--- src/rtl/id_ex_issue.sv ---
// rtl/id_ex_issue.sv - decode/issue stage feeding the ID/EX pipeline register
// Optional bypass network: define ID_EX_FORWARD_EN (default build stalls on RAW instead).
module id_ex_issue (
    input  logic        clk,
    input  logic        rst_n,
    input  logic        if_valid,
    input  logic [31:0] if_inst,
    input  logic [31:0] if_pc,
    output logic        id_ready,
    output logic [4:0]  rs1_addr,
    output logic [4:0]  rs2_addr,
    input  logic [31:0] rs1_data,
    input  logic [31:0] rs2_data,
    input  logic [31:0] ex_alu_out,
    input  logic        wb_valid,
    input  logic        wb_reg_write,
    input  logic [4:0]  wb_rd,
    input  logic [31:0] wb_data,
    input  logic        ex_stall,
    input  logic        flush,
    output logic        ex_valid,
    output logic [4:0]  ex_opcode,
    output logic [2:0]  ex_func3,
    output logic        ex_func7,
    output logic [31:0] ex_operand1,
    output logic [31:0] ex_operand2,
    output logic [31:0] ex_rs1_val,
    output logic [31:0] ex_rs2_val,
    output logic [31:0] ex_imm,
    output logic [31:0] ex_pc,
    output logic [4:0]  ex_rd,
    output logic        ex_reg_write,
    output logic        ex_illegal
);
    localparam logic [4:0] OP_R     = 5'b01100;
    localparam logic [4:0] OP_ICOMP = 5'b00100;
    localparam logic [4:0] OP_LOAD  = 5'b00000;
    localparam logic [4:0] OP_STORE = 5'b01000;
    localparam logic [4:0] OP_B     = 5'b11000;
    localparam logic [4:0] OP_JAL   = 5'b11011;
    localparam logic [4:0] OP_JALR  = 5'b11001;
    localparam logic [4:0] OP_LUI   = 5'b01101;
    localparam logic [4:0] OP_AUIPC = 5'b00101;

    logic        ex_valid_q, ex_reg_write_q, ex_illegal_q, ex_func7_q;
    logic [4:0]  ex_opcode_q, ex_rd_q;
    logic [2:0]  ex_func3_q;
    logic [31:0] ex_operand1_q, ex_operand2_q, ex_rs1_val_q, ex_rs2_val_q;
    logic [31:0] ex_imm_q, ex_pc_q;

    logic [4:0]  opcode, rs1, rs2, rd;
    logic [31:0] imm_i, imm_s, imm_b, imm_j, imm_u;
    logic [31:0] fwd1, fwd2;
    logic [31:0] operand1_d, operand2_d, imm_d;
    logic        known, use1_raw, use2_raw, writes, legal, use1, use2;
    logic        wb_ok, raw1, raw2, hazard, issue, bubble;

    assign opcode   = if_inst[6:2];
    assign rd       = if_inst[11:7];
    assign rs1      = if_inst[19:15];
    assign rs2      = if_inst[24:20];
    assign rs1_addr = rs1;
    assign rs2_addr = rs2;

    assign imm_i = {{20{if_inst[31]}}, if_inst[31:20]};
    assign imm_s = {{20{if_inst[31]}}, if_inst[31:25], if_inst[11:7]};
    assign imm_b = {{20{if_inst[31]}}, if_inst[7], if_inst[30:25], if_inst[11:8], 1'b0};
    assign imm_j = {{12{if_inst[31]}}, if_inst[19:12], if_inst[20], if_inst[30:21], 1'b0};
    assign imm_u = {if_inst[31:12], 12'b0};

    assign wb_ok = wb_valid && wb_reg_write;

`ifdef ID_EX_FORWARD_EN
    logic ex_fwd_ok, ex_is_load;
    // A load's result is not in ex_alu_out yet, so it never feeds the EX bypass.
    assign ex_is_load = ex_valid_q && !ex_illegal_q && (ex_opcode_q == OP_LOAD);
    assign ex_fwd_ok  = ex_valid_q && ex_reg_write_q && !ex_is_load;

    always_comb begin
        fwd1 = rs1_data;
        if (ex_fwd_ok && ex_rd_q == rs1)  fwd1 = ex_alu_out;
        else if (wb_ok && wb_rd == rs1)   fwd1 = wb_data;
        if (rs1 == 5'd0)                  fwd1 = '0;
    end

    always_comb begin
        fwd2 = rs2_data;
        if (ex_fwd_ok && ex_rd_q == rs2)  fwd2 = ex_alu_out;
        else if (wb_ok && wb_rd == rs2)   fwd2 = wb_data;
        if (rs2 == 5'd0)                  fwd2 = '0;
    end

    assign raw1 = use1 && (rs1 != 5'd0) && ex_is_load && (ex_rd_q == rs1);
    assign raw2 = use2 && (rs2 != 5'd0) && ex_is_load && (ex_rd_q == rs2);
`else
    logic unused_bypass;
    assign unused_bypass = ^{ex_alu_out, wb_data};

    assign fwd1 = (rs1 == 5'd0) ? '0 : rs1_data;
    assign fwd2 = (rs2 == 5'd0) ? '0 : rs2_data;

    // Without a bypass, wait until neither EX nor WB still owes us the source.
    assign raw1 = use1 && (rs1 != 5'd0) &&
                  ((ex_valid_q && ex_reg_write_q && ex_rd_q == rs1) || (wb_ok && wb_rd == rs1));
    assign raw2 = use2 && (rs2 != 5'd0) &&
                  ((ex_valid_q && ex_reg_write_q && ex_rd_q == rs2) || (wb_ok && wb_rd == rs2));
`endif

    always_comb begin
        known      = 1'b1;
        use1_raw   = 1'b0;
        use2_raw   = 1'b0;
        writes     = 1'b0;
        operand1_d = fwd1;
        operand2_d = fwd2;
        imm_d      = '0;
        case (opcode)
            OP_R: begin
                use1_raw = 1'b1; use2_raw = 1'b1; writes = 1'b1;
            end
            OP_ICOMP, OP_LOAD: begin
                use1_raw = 1'b1; writes = 1'b1;
                operand2_d = imm_i; imm_d = imm_i;
            end
            OP_STORE: begin
                use1_raw = 1'b1; use2_raw = 1'b1;
                operand2_d = imm_s; imm_d = imm_s;
            end
            OP_B: begin
                use1_raw = 1'b1; use2_raw = 1'b1;
                imm_d = imm_b;
            end
            OP_JAL: begin
                writes = 1'b1;
                operand1_d = if_pc; operand2_d = imm_j; imm_d = imm_j;
            end
            OP_JALR: begin
                use1_raw = 1'b1; writes = 1'b1;
                operand1_d = if_pc; operand2_d = imm_i; imm_d = imm_i;
            end
            OP_LUI: begin
                writes = 1'b1;
                operand1_d = '0; operand2_d = imm_u; imm_d = imm_u;
            end
            OP_AUIPC: begin
                writes = 1'b1;
                operand1_d = if_pc; operand2_d = imm_u; imm_d = imm_u;
            end
            default: known = 1'b0;
        endcase
    end

    assign legal = known && (if_inst[1:0] == 2'b11);
    assign use1  = legal && use1_raw;
    assign use2  = legal && use2_raw;

    assign hazard   = if_valid && (raw1 || raw2);
    assign id_ready = flush || (!ex_stall && !hazard);
    assign issue    = !flush && !ex_stall && if_valid && !hazard;
    assign bubble   = flush || (!ex_stall && !issue);

    always_ff @(posedge clk or negedge rst_n) begin
        if (!rst_n) begin
            ex_valid_q     <= 1'b0;
            ex_reg_write_q <= 1'b0;
            ex_illegal_q   <= 1'b0;
            ex_opcode_q    <= '0;
            ex_func3_q     <= '0;
            ex_func7_q     <= 1'b0;
            ex_rd_q        <= '0;
            ex_operand1_q  <= '0;
            ex_operand2_q  <= '0;
            ex_rs1_val_q   <= '0;
            ex_rs2_val_q   <= '0;
            ex_imm_q       <= '0;
            ex_pc_q        <= '0;
        end else if (bubble) begin
            ex_valid_q     <= 1'b0;
            ex_reg_write_q <= 1'b0;
            ex_illegal_q   <= 1'b0;
        end else if (issue) begin
            ex_valid_q     <= 1'b1;
            ex_reg_write_q <= legal && writes && (rd != 5'd0);
            ex_illegal_q   <= !legal;
            ex_opcode_q    <= opcode;
            ex_func3_q     <= if_inst[14:12];
            ex_func7_q     <= if_inst[30];
            ex_rd_q        <= rd;
            ex_operand1_q  <= operand1_d;
            ex_operand2_q  <= operand2_d;
            ex_rs1_val_q   <= fwd1;
            ex_rs2_val_q   <= fwd2;
            ex_imm_q       <= imm_d;
            ex_pc_q        <= if_pc;
        end
    end

    assign ex_valid     = ex_valid_q;
    assign ex_reg_write = ex_reg_write_q;
    assign ex_illegal   = ex_illegal_q;
    assign ex_opcode    = ex_opcode_q;
    assign ex_func3     = ex_func3_q;
    assign ex_func7     = ex_func7_q;
    assign ex_rd        = ex_rd_q;
    assign ex_operand1  = ex_operand1_q;
    assign ex_operand2  = ex_operand2_q;
    assign ex_rs1_val   = ex_rs1_val_q;
    assign ex_rs2_val   = ex_rs2_val_q;
    assign ex_imm       = ex_imm_q;
    assign ex_pc        = ex_pc_q;
endmodule

--- config.mk ---
export PLATFORM = sky130hd
export DESIGN_NAME = id_ex_issue
export DESIGN_NICKNAME = d
export VERILOG_FILES = /design/src/rtl/id_ex_issue.sv
export SDC_FILE = /design/constraint.sdc
export NUM_CORES = 1
export LEC_CHECK = 0
export CORE_AREA = 2 2 164 166
export DETAILED_ROUTE_END_ITERATION = 16
export DIE_AREA = 0 0 166 168
export PLACE_DENSITY_LB_ADDON = 0.15
export SKIP_LAST_GASP = 1
export SLEW_MARGIN = 20
export SYNTH_ARGS = -nofsm -noshare
export SYNTH_HDL_FRONTEND = slang
export SYNTH_SLANG_ARGS = --single-unit
--- constraint.sdc ---
create_clock -name clk -period 2.2 [get_ports clk]
set_input_delay 0.44 -clock clk [delete_from_list [all_inputs] [get_ports clk]]
set_output_delay 0.44 -clock clk [all_outputs]
set_load 0.01 [all_outputs]
==> impl_metrics.ini, run 1 <==
[run_status]
outcome = finished, violations left
failed_checks = negative setup slack

[floorplan]
dieArea_mm2 = 0.0279
pin_count = 424
rows = 60
die_width_um = 166
die_h_um = 168
core_mm2 = 0.0264
initial_core_util_pct = 37.9

[setup_path]
criticalPathCategory = reg -> reg
cp-startpoint = ex_rd[3]
crit_arrival_ps = 2920
cp.required_ps = 2600
reg2reg_from = ex_rd[3]
worst_setup_path_end_kind = flip-flop
cp-start-kind = flip-flop
rrSetupSlack_ps = -310
r2r-end = ex_operand1[14]
path_max_fanout = 5
r2r_cells = 10

[power]
p_leak_nw = 7.25
powerDensity_mw_per_mm2 = 827
p_clk_share_pct = 33.6
power.internal_mw = 9.79
irDropWorstVdd_v = 0.000746
p_comb_share_pct = 29.1
sw_frac_of_total_pct = 26.8
seq_power_share_pct = 37.4
switching_power_mw = 3.59

[synthesis]
synth_largest_area_cell = dfrtp_1
synth.net_count = 1052
synthFlopType = dfrtp_1
synth-edff-count = 0
synth-seq-cells = 209
syn_avg_cell_area_um2 = 11.8
synth_most_common_cell = dfrtp_1
yosysTopAreaCellShare_pct = 52.3
synth_common_cells = dfrtp_1 (209), nand2_1 (114), mux2_2 (77)
synth-async-reset-ratio_pct = 100
synth_area_mm2 = 0.0100
syn-instance-count = 848
ys_warn_count = 0
synth_cell_types = 49
synth.area.top_cells = dfrtp_1 (52%), mux2_2 (8.7%), mux2_1 (8.0%), mux2i_1 (5.8%), nand2_1 (4.3%)
ys_seq_area_share_pct = 52.3

[timing]
final_max_slew_viol_count = 0
hold_ws_ps = 444
rsz0062_at_grt = yes
setup_tns_ps = -44730
min_period_ps = 2510
timing.final.crit_share_pct = 114
setup_violations = 207
relSlewSlack_pct = 51.0
final-hold-violation-count = 0
worst_slack_ps = -313
fin_skew_ps = 11.7
tightest_slew_ps = 735
clock.fmax_ghz = 0.398

[cells_and_area]
stdcell_count = 1658
num-nets-final = 1501
finalCoreUtilization_pct = 61.4
drive_above_1_share_pct = 22.8
area_growth_pct = 61.9
final_area_mm2 = 0.0162

[detailed_routing]
drt-pass1-iter-count = 5
viasPerCell = 5.03
drtIter0Drc = 546
drt-total-wl_mm = 33.1
final_antenna_net_count = 0
drc_errors = 0
routedWlPerCell_um = 19.9
vias = 8342

[global_route]
grt_pass1_wl_mm = 50.6
grt_usage_pct = 22.9
grt_start_max_net_pins = 65
grt_pass1_vias = 8695
gr-total-overflow = 0
antenna_found_initial = 1

[clocking]
clk_pin_slew_ps = 60
cts.sinks = 209
insertion_delay_ps = 520
htree_levels = 1
clock_path_buffers = 3
cts_tree = built
clockRootBuffer = clkbuf_16
cts_made_buffers = 25

[placed_design]
place_area_mm2 = 0.0146
io_buffers = 359
gp_congestion = 0.857
dp_cells = 1577
place_hpwl_mm = 23.0

[flow_run]
drv_cap = 0

[hold_path]
hp-class = in -> async
[critical path, cell delays in order, from the launching register on]
cell	delay, ps
dfrtp_2	450
xnor2_2	140
nand4_1	100
o22ai_1	80
a32o_2	270
buf_4	150
a2111oi_4	320
buf_6	180
buf_12	130
bufbuf_16	250
mux2_2	320
[final cells by class]
type                    count  area [um^2]
fillers                  2218        10200
clock buffers              35          713
diodes                      1         2.50
multi-input cells         508         4280
well taps                 341          427
repair buffers            493         5110
flip-flops and latches    209         5230
clock inverters            11          188
inverters                  60          225
[repair_timing]
action                                  4_1_cts  5_1_grt
cloned                                        7        2
pin swaps                                     7        1
setup buffers                                24        1
endpoints found under the setup margin      210      211
hold endpoints to repair                     48        0
gates resized for setup                      69       30
hold buffers                                  1        0
[layout by cell type (no fill, tap or decap), drive strengths merged, types with 3 or more instances in the layout]
cell | netlist | layout
clkbuf | 29 | 37
a22o | 10 | 10
a32o | 33 | 33
nand4 | 4 | 4
nor2 | 9 | 9
bufinv | 0 | 5
a31oi | 13 | 13
and2 | 18 | 18
mux2i | 58 | 58
dlymetal6s2s | 0 | 3
nor3 | 3 | 3
a211oi | 3 | 3
nand2 | 114 | 114
nand3 | 16 | 16
mux2 | 148 | 148
clkinv | 0 | 4
dlygate4sd2 | 0 | 17
buf | 42 | 132
o21ai | 18 | 18
a22oi | 13 | 13
xnor2 | 20 | 20
or2 | 3 | 3
a21oi | 3 | 3
clkdlybuf4s50 | 0 | 337
dfrtp | 209 | 209
inv | 60 | 62
[layer usage]
layer | global-route usage [%] | wire length, um | vias up
li1 | - | - | 3842
met1 | 28.4 | 13400 | 4147
met2 | 39.3 | 16100 | 309
met3 | 6.61 | 2770 | 44
met4 | 6.28 | 758 | 0
met5 | 0 | 0 | -
[worst max-delay path by stage]
stage | end | cells after the start | slack, ps
floorplan | ex_operand2[4] | 9 | -290
global placement | id_ready | 9 | -900
detailed placement | id_ready | 9 | -910
CTS | id_ready | 7 | -310
global route | id_ready | 7 | -390
finish | ex_operand1[14] | 10 | -310
[logic make-up (layout without fill, tap and decap cells)]
kind of cell / after synthesis / after routing / synth area share, %
muxes: 206 / 206 / 22.5
DFF: 209 / 209 / 52.3
and+or+nand+nor: 177 / 177 / 7.96
AOI/OAI and AO/OA: 105 / 105 / 8.59
xor gates and xnor gates: 20 / 20 / 1.75
buffers and inverters: 131 / 599 / 6.90
other: 0 / 1 / 0
[registers in the layout, summed over array words and instances, names as in the netlist]
signal	cells
ex_operand1	32
ex_rd	5
ex_valid	1
ex_func7	1
ex_operand2	32
ex_rs2_val	32
ex_pc	32
ex_func3	3
ex_opcode	5
ex_reg_write	1
ex_illegal	1
ex_imm	32
ex_rs1_val	32
[power by group through the flow]
stage                     registers [mW]  clock network, mW  logic [mW]
after CTS                           5.00               4.60        3.86
final                               5.00               4.49        3.89
after global placement              5.03                  0        3.68
after global routing                5.10               4.77        4.14
after detailed placement            5.05                  0        3.71
after floorplan                     5.34                  0        1.03
[through the flow]
step | setup WS [ps] | total power [mW]
2_1_floorplan | -293 | 6.37
3_3_place_gp | -903 | 8.71
3_5_place_dp | -907 | 8.77
4_1_cts | -313 | 13.5
5_1_grt | -391 | 14.0
6_report | -313 | 13.4
No activity file was read; power rests on OpenSTA's default activity.
==> run 2, diff against run 1 <==
Settings changed: ABC_AREA from default to 1, CORE_AREA 2 2 164 166 to 2 2 166 168, DIE_AREA 0 0 166 168 to 0 0 168 170.
Clock period 2.2 ns to 2.4 ns, I/O delays scaled along.
==> impl_metrics.ini, run 2 <==
[cells_and_area]
fill_cells = 2385
mostFrequentLayoutCells = nand2_1 (638), clkdlybuf4s50_1 (337), nand4_1 (209), dfrtp_1 (208), inv_1 (101)
mostFrequentLayoutCell = nand2_1
drive_above_1_share_pct = 9.74
area_growth_pct = 48.2
num-nets-final = 2086
finalCoreUtilization_pct = 62.1
register_area_mm2 = 0.00523
multiInputGateArea_mm2 = 0.00490

[floorplan]
dieArea_mm2 = 0.0286
die_h_um = 170
core_mm2 = 0.0267
pin_count = 424
rows = 60
initial_core_util_pct = 41.9
die_width_um = 168

[detailed_routing]
wl_met3_mm = 3.73
drc_errors = 0
drtIter0Drc = 1175
drt-total-wl_mm = 42.2
final_antenna_net_count = 0
viasPerCell = 5.37
drt-pass1-iter-count = 5
met2_length_mm = 19.4
highest-signal-layer = met5
wl_met1_mm = 17.9
vias = 12000
routedWlPerCell_um = 18.8

[clocking]
cts_tree = built
clockRootBuffer = clkbuf_16
insertion_delay_ps = 530
cts_made_buffers = 25
clk_pin_slew_ps = 50
cts.sinks = 209
clock_path_buffers = 3
htree_levels = 1

[power]
p_leak_nw = 8.63
power.internal_mw = 8.11
irDropWorstVdd_v = 0.000447
sw_frac_of_total_pct = 29.4
seq_power_share_pct = 38.2
p_clk_share_pct = 34.8
powerDensity_mw_per_mm2 = 694
switching_power_mw = 3.38
p_comb_share_pct = 27.0

[synthesis]
ys_seq_area_share_pct = 46.9
synth-seq-cells = 209
synthFlopType = dfrtp_1
syn-instance-count = 1523
synth_cell_types = 26
ys_warn_count = 0
synth_common_cells = nand2_1 (643), dfrtp_1 (209), nand4_1 (209)
syn_avg_cell_area_um2 = 7.33
synth_largest_area_cell = dfrtp_1
yosysTopAreaCellShare_pct = 46.9
synth_most_common_cell = nand2_1
synth_area_mm2 = 0.0112
synth.area.top_cells = dfrtp_1 (47%), nand2_1 (22%), nand4_1 (12%), inv_1 (3.8%), nand3_1 (2.7%)
synth-edff-count = 0
synth.net_count = 1727
synth-async-reset-ratio_pct = 100

[timing]
min_period_ps = 2420
final_max_slew_viol_count = 0
relSlewSlack_pct = 58.6
fin_skew_ps = 17.3
setup_tns_ps = -22.9
tightest_slew_ps = 621
worst_slack_ps = -22.9
timing.final.crit_share_pct = 101
rsz0062_at_grt = yes
hold_ws_ps = 468
final-hold-violation-count = 0
clock.fmax_ghz = 0.413
setup_violations = 1

[global_route]
gr-total-overflow = 0
grt_pass1_vias = 11800
antenna_found_initial = 6
grt_start_max_net_pins = 76
grt_pass1_wl_mm = 66.2
grt_usage_pct = 29.1

[flow_run]
drv_cap = 0

[placed_design]
io_buffers = 359
place_hpwl_mm = 29.4
gp_congestion = 0.953

[setup_path]
path_max_fanout = 2
criticalPathCategory = in -> out
cp-start-kind = input port
cp.required_ps = 1920
crit_arrival_ps = 1940
worst_setup_path_end_kind = output port

[run_status]
outcome = finished, violations left
failed_checks = negative setup slack

[hold_path]
hp-class = reg -> reg
## run 2: cell families after synthesis
| kind of cell | count (synthesis) | synth area share, % |
|---|---|---|
| buffers and inverters | 245 | 10.1 |
| and+or+nand+nor | 986 | 39.2 |
| DFF | 209 | 46.9 |
| AOI/OAI and AO/OA | 83 | 3.82 |
## run 2: what timing repair did
action / CTS / global route
buffers inserted: 6 / 1
gates resized for setup: 52 / 5
endpoints found under the setup margin: 120 / 52
hold buffers: 1 / 0
pin swaps: 17 / 9
endpoints found under the hold margin: 59 / 0
## run 2: power by group through the flow
stage / sequential [mW] / combinational, mW / clock (mW)
5_1_grt: 4.46 / 3.37 / 4.20
3_3_place_gp: 4.43 / 3.05 / 0
3_5_place_dp: 4.44 / 3.08 / 0
4_1_cts: 4.39 / 3.11 / 4.05
6_report: 4.39 / 3.10 / 3.99
2_1_floorplan: 4.67 / 0.876 / 0
## run 2: path summary, 6_finish.rpt
path                            startpoint         endpoint  slack, ps  cells past startpoint
max in group asynchronous            rst_n        ex_imm[4]       1220                      3
setup / recovery                  wb_valid         id_ready        -20                     12
setup reg to reg                  ex_rd[1]        ex_pc[26]        160                     14
hold reg to reg            ex_operand1[15]  ex_operand1[15]        470                      2
hold / removal             ex_operand1[15]  ex_operand1[15]        470                      2
min in group asynchronous            rst_n       ex_imm[16]        520                      2
## run 2: layer usage
layer	up-vias	global-route usage (%)
met2	529	46.5
li1	5700	-
met4	2	8.17
met3	62	6.72
met1	5753	39.7
met5	-	0
## run 2: final cells by class
class / instances / share of cell area, %
diodes: 4 / 0.0605
clock buffers: 35 / 4.43
clock inverters: 10 / 0.794
inverters: 115 / 2.64
multi-input cells: 1069 / 29.6
flip-flops and latches: 209 / 31.6
well taps: 341 / 2.58
repair buffers: 462 / 28.3
## run 2: through the flow
stage | cells | worst slack (ps) | area (um^2) | power [mW]
after floorplan | 1523 | 360 | 11200 | 5.55
after global placement | 2188 | -679 | 15500 | 7.48
after detailed placement | 2188 | -666 | 15500 | 7.52
after CTS | 2240 | -65.5 | 16500 | 11.6
after global routing | 2245 | -153 | 16500 | 12.0
final | 2245 | -22.9 | 16500 | 11.5
## run 2: worst max-delay path, stage by stage
cell and delay (ps):
clkdlybuf4s50_1 470, nand2_2 70, inv_2 60, nand2_1 40
nor2_1 110, nand3_1 100, nand2_1 90, nand2_1 70
nand2_2 110, nand2_8 50, a21o_1 160, buf_6 120
